### src/rtl/phase_seq_pkg.sv
// Shared types and constants for the four-phase instruction sequencer.
package phase_seq_pkg;

    localparam int unsigned COUNT_W_DEFAULT = 16;

    // Bit positions of the strobes within {Phi4,Phi3,Phi2,Phi1}.
    localparam logic [1:0] PH_FETCH  = 2'd0;
    localparam logic [1:0] PH_DECODE = 2'd1;
    localparam logic [1:0] PH_EXEC   = 2'd2;
    localparam logic [1:0] PH_WB     = 2'd3;

    typedef enum logic [2:0] {
        StIdle,
        StFetch,
        StDecode,
        StExecute,
        StWriteback,
        StHalted,
        StError
    } seq_state_e;

endpackage

### src/rtl/phase_onehot_check.sv
// Classifies a 4-bit phase vector: valid when exactly one strobe is set, plus its index.
module phase_onehot_check (
    input  logic [3:0] phase,
    output logic       valid,
    output logic [1:0] index
);

    always_comb begin
        valid = 1'b1;
        index = 2'd0;
        case (phase)
            4'b0001: index = 2'd0;
            4'b0010: index = 2'd1;
            4'b0100: index = 2'd2;
            4'b1000: index = 2'd3;
            default: valid = 1'b0;
        endcase
    end

endmodule

### src/rtl/phase_sequencer.sv
// Fetch/decode/execute/writeback sequencer driven by four-phase strobes, with stall,
// halt and phase-fault handling and saturating instruction/stall counters.
module phase_sequencer
    import phase_seq_pkg::*;
#(
    parameter int unsigned COUNT_W = COUNT_W_DEFAULT
) (
    input  logic               inClock,
    input  logic               Reset,
    input  logic               Phi1,
    input  logic               Phi2,
    input  logic               Phi3,
    input  logic               Phi4,
    input  logic               memReady,
    input  logic               haltReq,
    output logic               fetchEn,
    output logic               decodeEn,
    output logic               execEn,
    output logic               writeEn,
    output logic               running,
    output logic               halted,
    output logic               phaseError,
    output logic [COUNT_W-1:0] instrCount,
    output logic [COUNT_W-1:0] stallCount
);

    seq_state_e state;
    logic       halt_pending;
    logic       ph_valid;
    logic [1:0] ph_idx;
    logic [1:0] exp_idx;
    logic       in_cycle;
    logic       phase_fault;

    phase_onehot_check u_check (
        .phase (({Phi4, Phi3, Phi2, Phi1})),
        .valid (ph_valid),
        .index (ph_idx)
    );

    always_comb begin
        exp_idx = PH_FETCH;
        case (state)
            StFetch:     exp_idx = PH_DECODE;
            StDecode:    exp_idx = PH_EXEC;
            StExecute:   exp_idx = PH_WB;
            default:     exp_idx = PH_FETCH;
        endcase
    end

    assign in_cycle = (state == StFetch) || (state == StDecode) ||
                      (state == StExecute) || (state == StWriteback);

    // IDLE tolerates any valid phase while waiting for Phi1; in-cycle states need the next one.
    assign phase_fault = (state != StHalted) && (state != StError) &&
                         (!ph_valid || (in_cycle && (ph_idx != exp_idx)));

    always_ff @(posedge inClock or negedge Reset) begin
        if (!Reset) begin
            state        <= StIdle;
            halt_pending <= 1'b0;
            fetchEn      <= 1'b0;
            decodeEn     <= 1'b0;
            execEn       <= 1'b0;
            writeEn      <= 1'b0;
            running      <= 1'b0;
            halted       <= 1'b0;
            phaseError   <= 1'b0;
            instrCount   <= '0;
            stallCount   <= '0;
        end else begin
            fetchEn  <= 1'b0;
            decodeEn <= 1'b0;
            execEn   <= 1'b0;
            writeEn  <= 1'b0;
            if (phase_fault) begin
                state      <= StError;
                phaseError <= 1'b1;
                running    <= 1'b0;
            end else begin
                case (state)
                    StIdle: begin
                        if (ph_idx == PH_FETCH) begin
                            if (memReady) begin
                                state   <= StFetch;
                                fetchEn <= 1'b1;
                                running <= 1'b1;
                            end else if (~&stallCount) begin
                                stallCount <= stallCount + 1'b1;
                            end
                        end
                    end
                    StFetch: begin
                        state    <= StDecode;
                        decodeEn <= 1'b1;
                    end
                    StDecode: begin
                        state  <= StExecute;
                        execEn <= 1'b1;
                    end
                    StExecute: begin
                        state        <= StWriteback;
                        writeEn      <= 1'b1;
                        halt_pending <= haltReq;
                        if (~&instrCount) begin
                            instrCount <= instrCount + 1'b1;
                        end
                    end
                    StWriteback: begin
                        // Phase already known to be Phi1 here.
                        if (halt_pending) begin
                            state   <= StHalted;
                            halted  <= 1'b1;
                            running <= 1'b0;
                        end else if (memReady) begin
                            state   <= StFetch;
                            fetchEn <= 1'b1;
                        end else begin
                            state   <= StIdle;
                            running <= 1'b0;
                            if (~&stallCount) begin
                                stallCount <= stallCount + 1'b1;
                            end
                        end
                    end
                    default: ;
                endcase
            end
        end
    end

endmodule

### config.mk
export PLATFORM = sky130hd
export DESIGN_NAME = phase_sequencer
export DESIGN_NICKNAME = d
export VERILOG_FILES = /design/src/rtl/phase_seq_pkg.sv /design/src/rtl/phase_onehot_check.sv /design/src/rtl/phase_sequencer.sv
export SDC_FILE = /design/constraint.sdc
export NUM_CORES = 1
export LEC_CHECK = 0
export ABC_CLOCK_PERIOD_IN_PS = 2000
export CAP_MARGIN = 40
export CELL_PAD_IN_SITES_DETAIL_PLACEMENT = 2
export CELL_PAD_IN_SITES_GLOBAL_PLACEMENT = 2
export CORE_MARGIN = 2
export CORE_UTILIZATION = 31
export CTS_CLUSTER_SIZE = 25
export DETAILED_ROUTE_END_ITERATION = 8
export PLACE_DENSITY = 0.86
export REMOVE_ABC_BUFFERS = 1
export SLEW_MARGIN = 20
export SYNTH_ARGS = -nofsm -noshare
export SYNTH_HDL_FRONTEND = slang
export SYNTH_HIERARCHICAL = 1
export SYNTH_SLANG_ARGS = --single-unit
export TNS_END_PERCENT = 10
### constraint.sdc
create_clock -name inClock -period 2 [get_ports inClock]
set_input_delay 0.3 -clock inClock [delete_from_list [all_inputs] [get_ports inClock]]
set_output_delay 0.3 -clock inClock [all_outputs]
set_load 0.005 [all_outputs]
==> flow_metrics.py <==
metrics = {
    "placed_design": {
        "dp_cells": 401,
        "io_buffers": 46,
        "place_congestion": 0.828,
        "place_hpwl_um": 6410,
        "place_ws_ns": -0.896,
    },
    "synth": {
        "synth_top_area_share": 0.482,
        "synth_seq_cells": 43,
        "syn_inst": 223,
        "synth.most_common_cell": "dfrtp_1",
        "ys_types": 45,
        "yosysWarnings": 6,
        "synth_area_leader_cell": "dfrtp_1",
        "yosysSeqAreaShare": 0.482,
        "avgSynthCellArea_um2": 10.0,
        "synth_edf_count": 0,
        "synth-main-ff-cell": "dfrtp_1",
        "synthTopCellsByArea": "dfrtp_1 (48%), xnor2_1 (9.8%), nand4_1 (4.8%), nand3_1 (4.3%), nand2_1 (3.0%)",
        "syn-cell-area_um2": 2230,
        "postSynth.asyncResetShare": 1.00,
        "synth_commonest_cells": "dfrtp_1 (43), xnor2_1 (25), nand3_1 (19), nand2_1 (18), nand4_1 (17)",
    },
    "floorplanning": {
        "core_um2": 6870,
        "dieArea_um2": 7900,
        "rows": 30,
        "die_w_um": 88.9,
        "die_h_um": 88.9,
        "start_util": 0.325,
        "io_pins": 47,
    },
    "finish": {
        "final_cells": 419,
        "drive_above_1_share": 0.328,
        "diodes": 0,
        "fillers": 676,
        "regArea_um2": 1080,
        "area_growth_pct": 58.3,
        "layout.nets": 332,
        "multi_input_area_um2": 1300,
        "final_util": 0.515,
    },
    "grt": {
        "use_met1": 0.306,
        "busiest_layer": "met2",
        "met3_usage": 0.0342,
        "grt_usage": 0.264,
        "grt_max_degree": 20,
        "antenna_found_initial": 0,
        "gr-total-overflow": 0,
        "grt_first_pass_wirelength_um": 15200,
        "met2_usage": 0.491,
        "grt_pass1_vias": 2581,
    },
    "setup_path": {
        "crit_top_cell": "buf_4",
        "r2r_end": "instrCount[1]",
        "cpPeakStageDelay_ns": 0.26,
        "path_cells": "buf_8 > buf_6 > xnor2_2 > nor3_1 > buf_4 > buf_4 > buf_4 > inv_1 > o22ai_2 > nand2_2 > a31oi_4 > buf_8 > nand4_1 > xnor2_2",
        "critPathSlowestCell": "a31oi_4",
        "worst-path-buf-inv": 7,
        "critPathLaunchType": "primary input",
        "r2r_slack_ns": -0.08,
        "cp_data_arrival_time_ns": 2.31,
        "cp-end-kind": "flip-flop",
        "cp.depth": 14,
        "crit_end": "stallCount[15]",
        "r2r-start": "instrCount[7]",
        "critPathKind": "in2reg",
        "required_ns": 2.21,
        "critPathLaunch": "Phi4",
        "r2r.worst_path.cells": 5,
        "cp_top_family": "buffers and inverters",
        "cp_max_fo": 7,
    },
    "worst_hold_path": {
        "min_path_type": "in2async",
    },
    "status": {
        "failed_checks": "negative setup slack",
        "status": "complete, but fails checks",
    },
    "clock_tree": {
        "h-tree-depth": 2,
        "path_clk_slew_ns": 0.10,
        "cts_buffers": 5,
        "cts-root-buf": "clkbuf_8",
        "clock_path_buffers": 2,
        "insertion_delay_ns": 0.32,
        "clock-sinks": 43,
        "cts_tree": "done",
    },
    "sta": {
        "hold_ws_ns": 0.495,
        "relSlewSlack": 0.563,
        "worst_slew_pin_slew_ns": 0.651,
        "final_hold_viol_count": 0,
        "layout_setup_ws_ns": -0.103,
        "grt_setup_unrepaired": "true",
        "setup_viol": 22,
        "fin_crit_ns": 2.10,
        "slew_viol_final": 0,
        "period_share": 1.05,
        "clock.fmax_mhz": 476,
        "finClkSkew_ns": 0.00760,
    },
    "routing": {
        "vias": 2314,
        "routed_wl_um": 10600,
        "firstDrtPassIters": 4,
        "drtAntennaViolNets": 0,
        "drc": 0,
        "drt_iter0_drc": 122,
        "wl_per_cell_um": 25.4,
        "via_per_inst": 5.52,
    },
    "power_and_ir_drop": {
        "vdd_ir_drop_max_mv": 0.259,
        "cellPowerDensity_nw_per_um2": 702,
        "leakage_nw": 1.53,
        "finalPower_w": 0.00248,
    },
    "flow_run": {
        "maxCapViolations": 0,
    },
}
[cell usage in the layout (no fill, tap or decap), types with 3 or more instances in the layout]
cell and instances:
nand3_1 16, xnor2_1 19, o21ai_0 7, and3_1 7, dfrtp_1 42, buf_2 3
clkdlybuf4s50_1 41, buf_6 6, nor4_1 3, clkbuf_8 5, nand2b_1 4, nand4_1 17
a31oi_1 3, nor3_1 6, xnor2_2 6, nand2_2 4, o21a_1 3, inv_1 3
buf_8 3, buf_4 44, nand2_1 14, nor2_1 9, nor2_4 3, nand3_2 4
[final cells by class]
cell class              instances  area share
flip-flops and latches         43       0.304
well taps                      96      0.0339
multi-input cells             169       0.368
clock inverters                 3      0.0134
clock buffers                   5      0.0194
repair buffers                 99       0.255
inverters                       4     0.00566
[kinds of logic (layout without fill, tap and decap cells)]
group                      Yosys count  after routing  synth area share
and+or+nand+nor                    107            107             0.260
DFF                                 43             43             0.482
AOI/OAI and AO/OA                   30             30            0.0997
xor gates and xnor gates            28             28             0.110
buffers and inverters               11            111            0.0274
adders and majority gates            2              2            0.0112
muxes                                2              2            0.0101
[layer usage]
layer / part of all wire / up-vias
met1: 0.40 / 1210
met4: 0.033 / 0
met5: 0 / -
met3: 0.031 / 26
met2: 0.54 / 71
li1: - / 1007
[flip-flops by register name, summed over array words and instances, names as in the netlist]
name,count
decodeEn,1
execEn,1
fetchEn,1
halt_pending,1
halted,1
instrCount,16
phaseError,1
running,1
stallCount,16
state,3
writeEn,1
[timing repair]
item / 4_1_cts / 5_1_grt
resized for setup: 45 / 25
endpoints found under the setup margin: 39 / 34
gates cloned: 0 / 1
hold buffers: 1 / 0
buffers inserted: 7 / 1
endpoints found under the hold margin: 17 / 0
pin swaps: 15 / 18
[power breakdown]
part | switching [W] | total [W] | internal [W]
registers | 0.0000596 | 0.000968 | 0.000908
clock network | 0.000372 | 0.000752 | 0.000380
logic | 0.000418 | 0.000765 | 0.000347
[stage by stage]
| step | cell area (um2) | setup TNS, ns |
|---|---|---|
| global route | 3540 | -3.75 |
| floorplan | 2190 | -8.46 |
| finish | 3540 | -0.968 |
| CTS | 3390 | -0.0977 |
| global placement | 3090 | -22.09 |
| detailed placement | 3090 | -28.68 |
[how the worst min path moves through the flow]
| stage | startpoint | end | slack (ns) |
|---|---|---|---|
| floorplan | Reset | decodeEn | 0.004 |
| global placement | Reset | stallCount[6] | 0.26 |
| detailed placement | Reset | stallCount[8] | 0.28 |
| CTS | Reset | stallCount[11] | 0.48 |
| global route | Reset | stallCount[12] | 0.52 |
| finish | Reset | stallCount[11] | 0.49 |
Note: power is estimated with default switching activity, not from simulation.
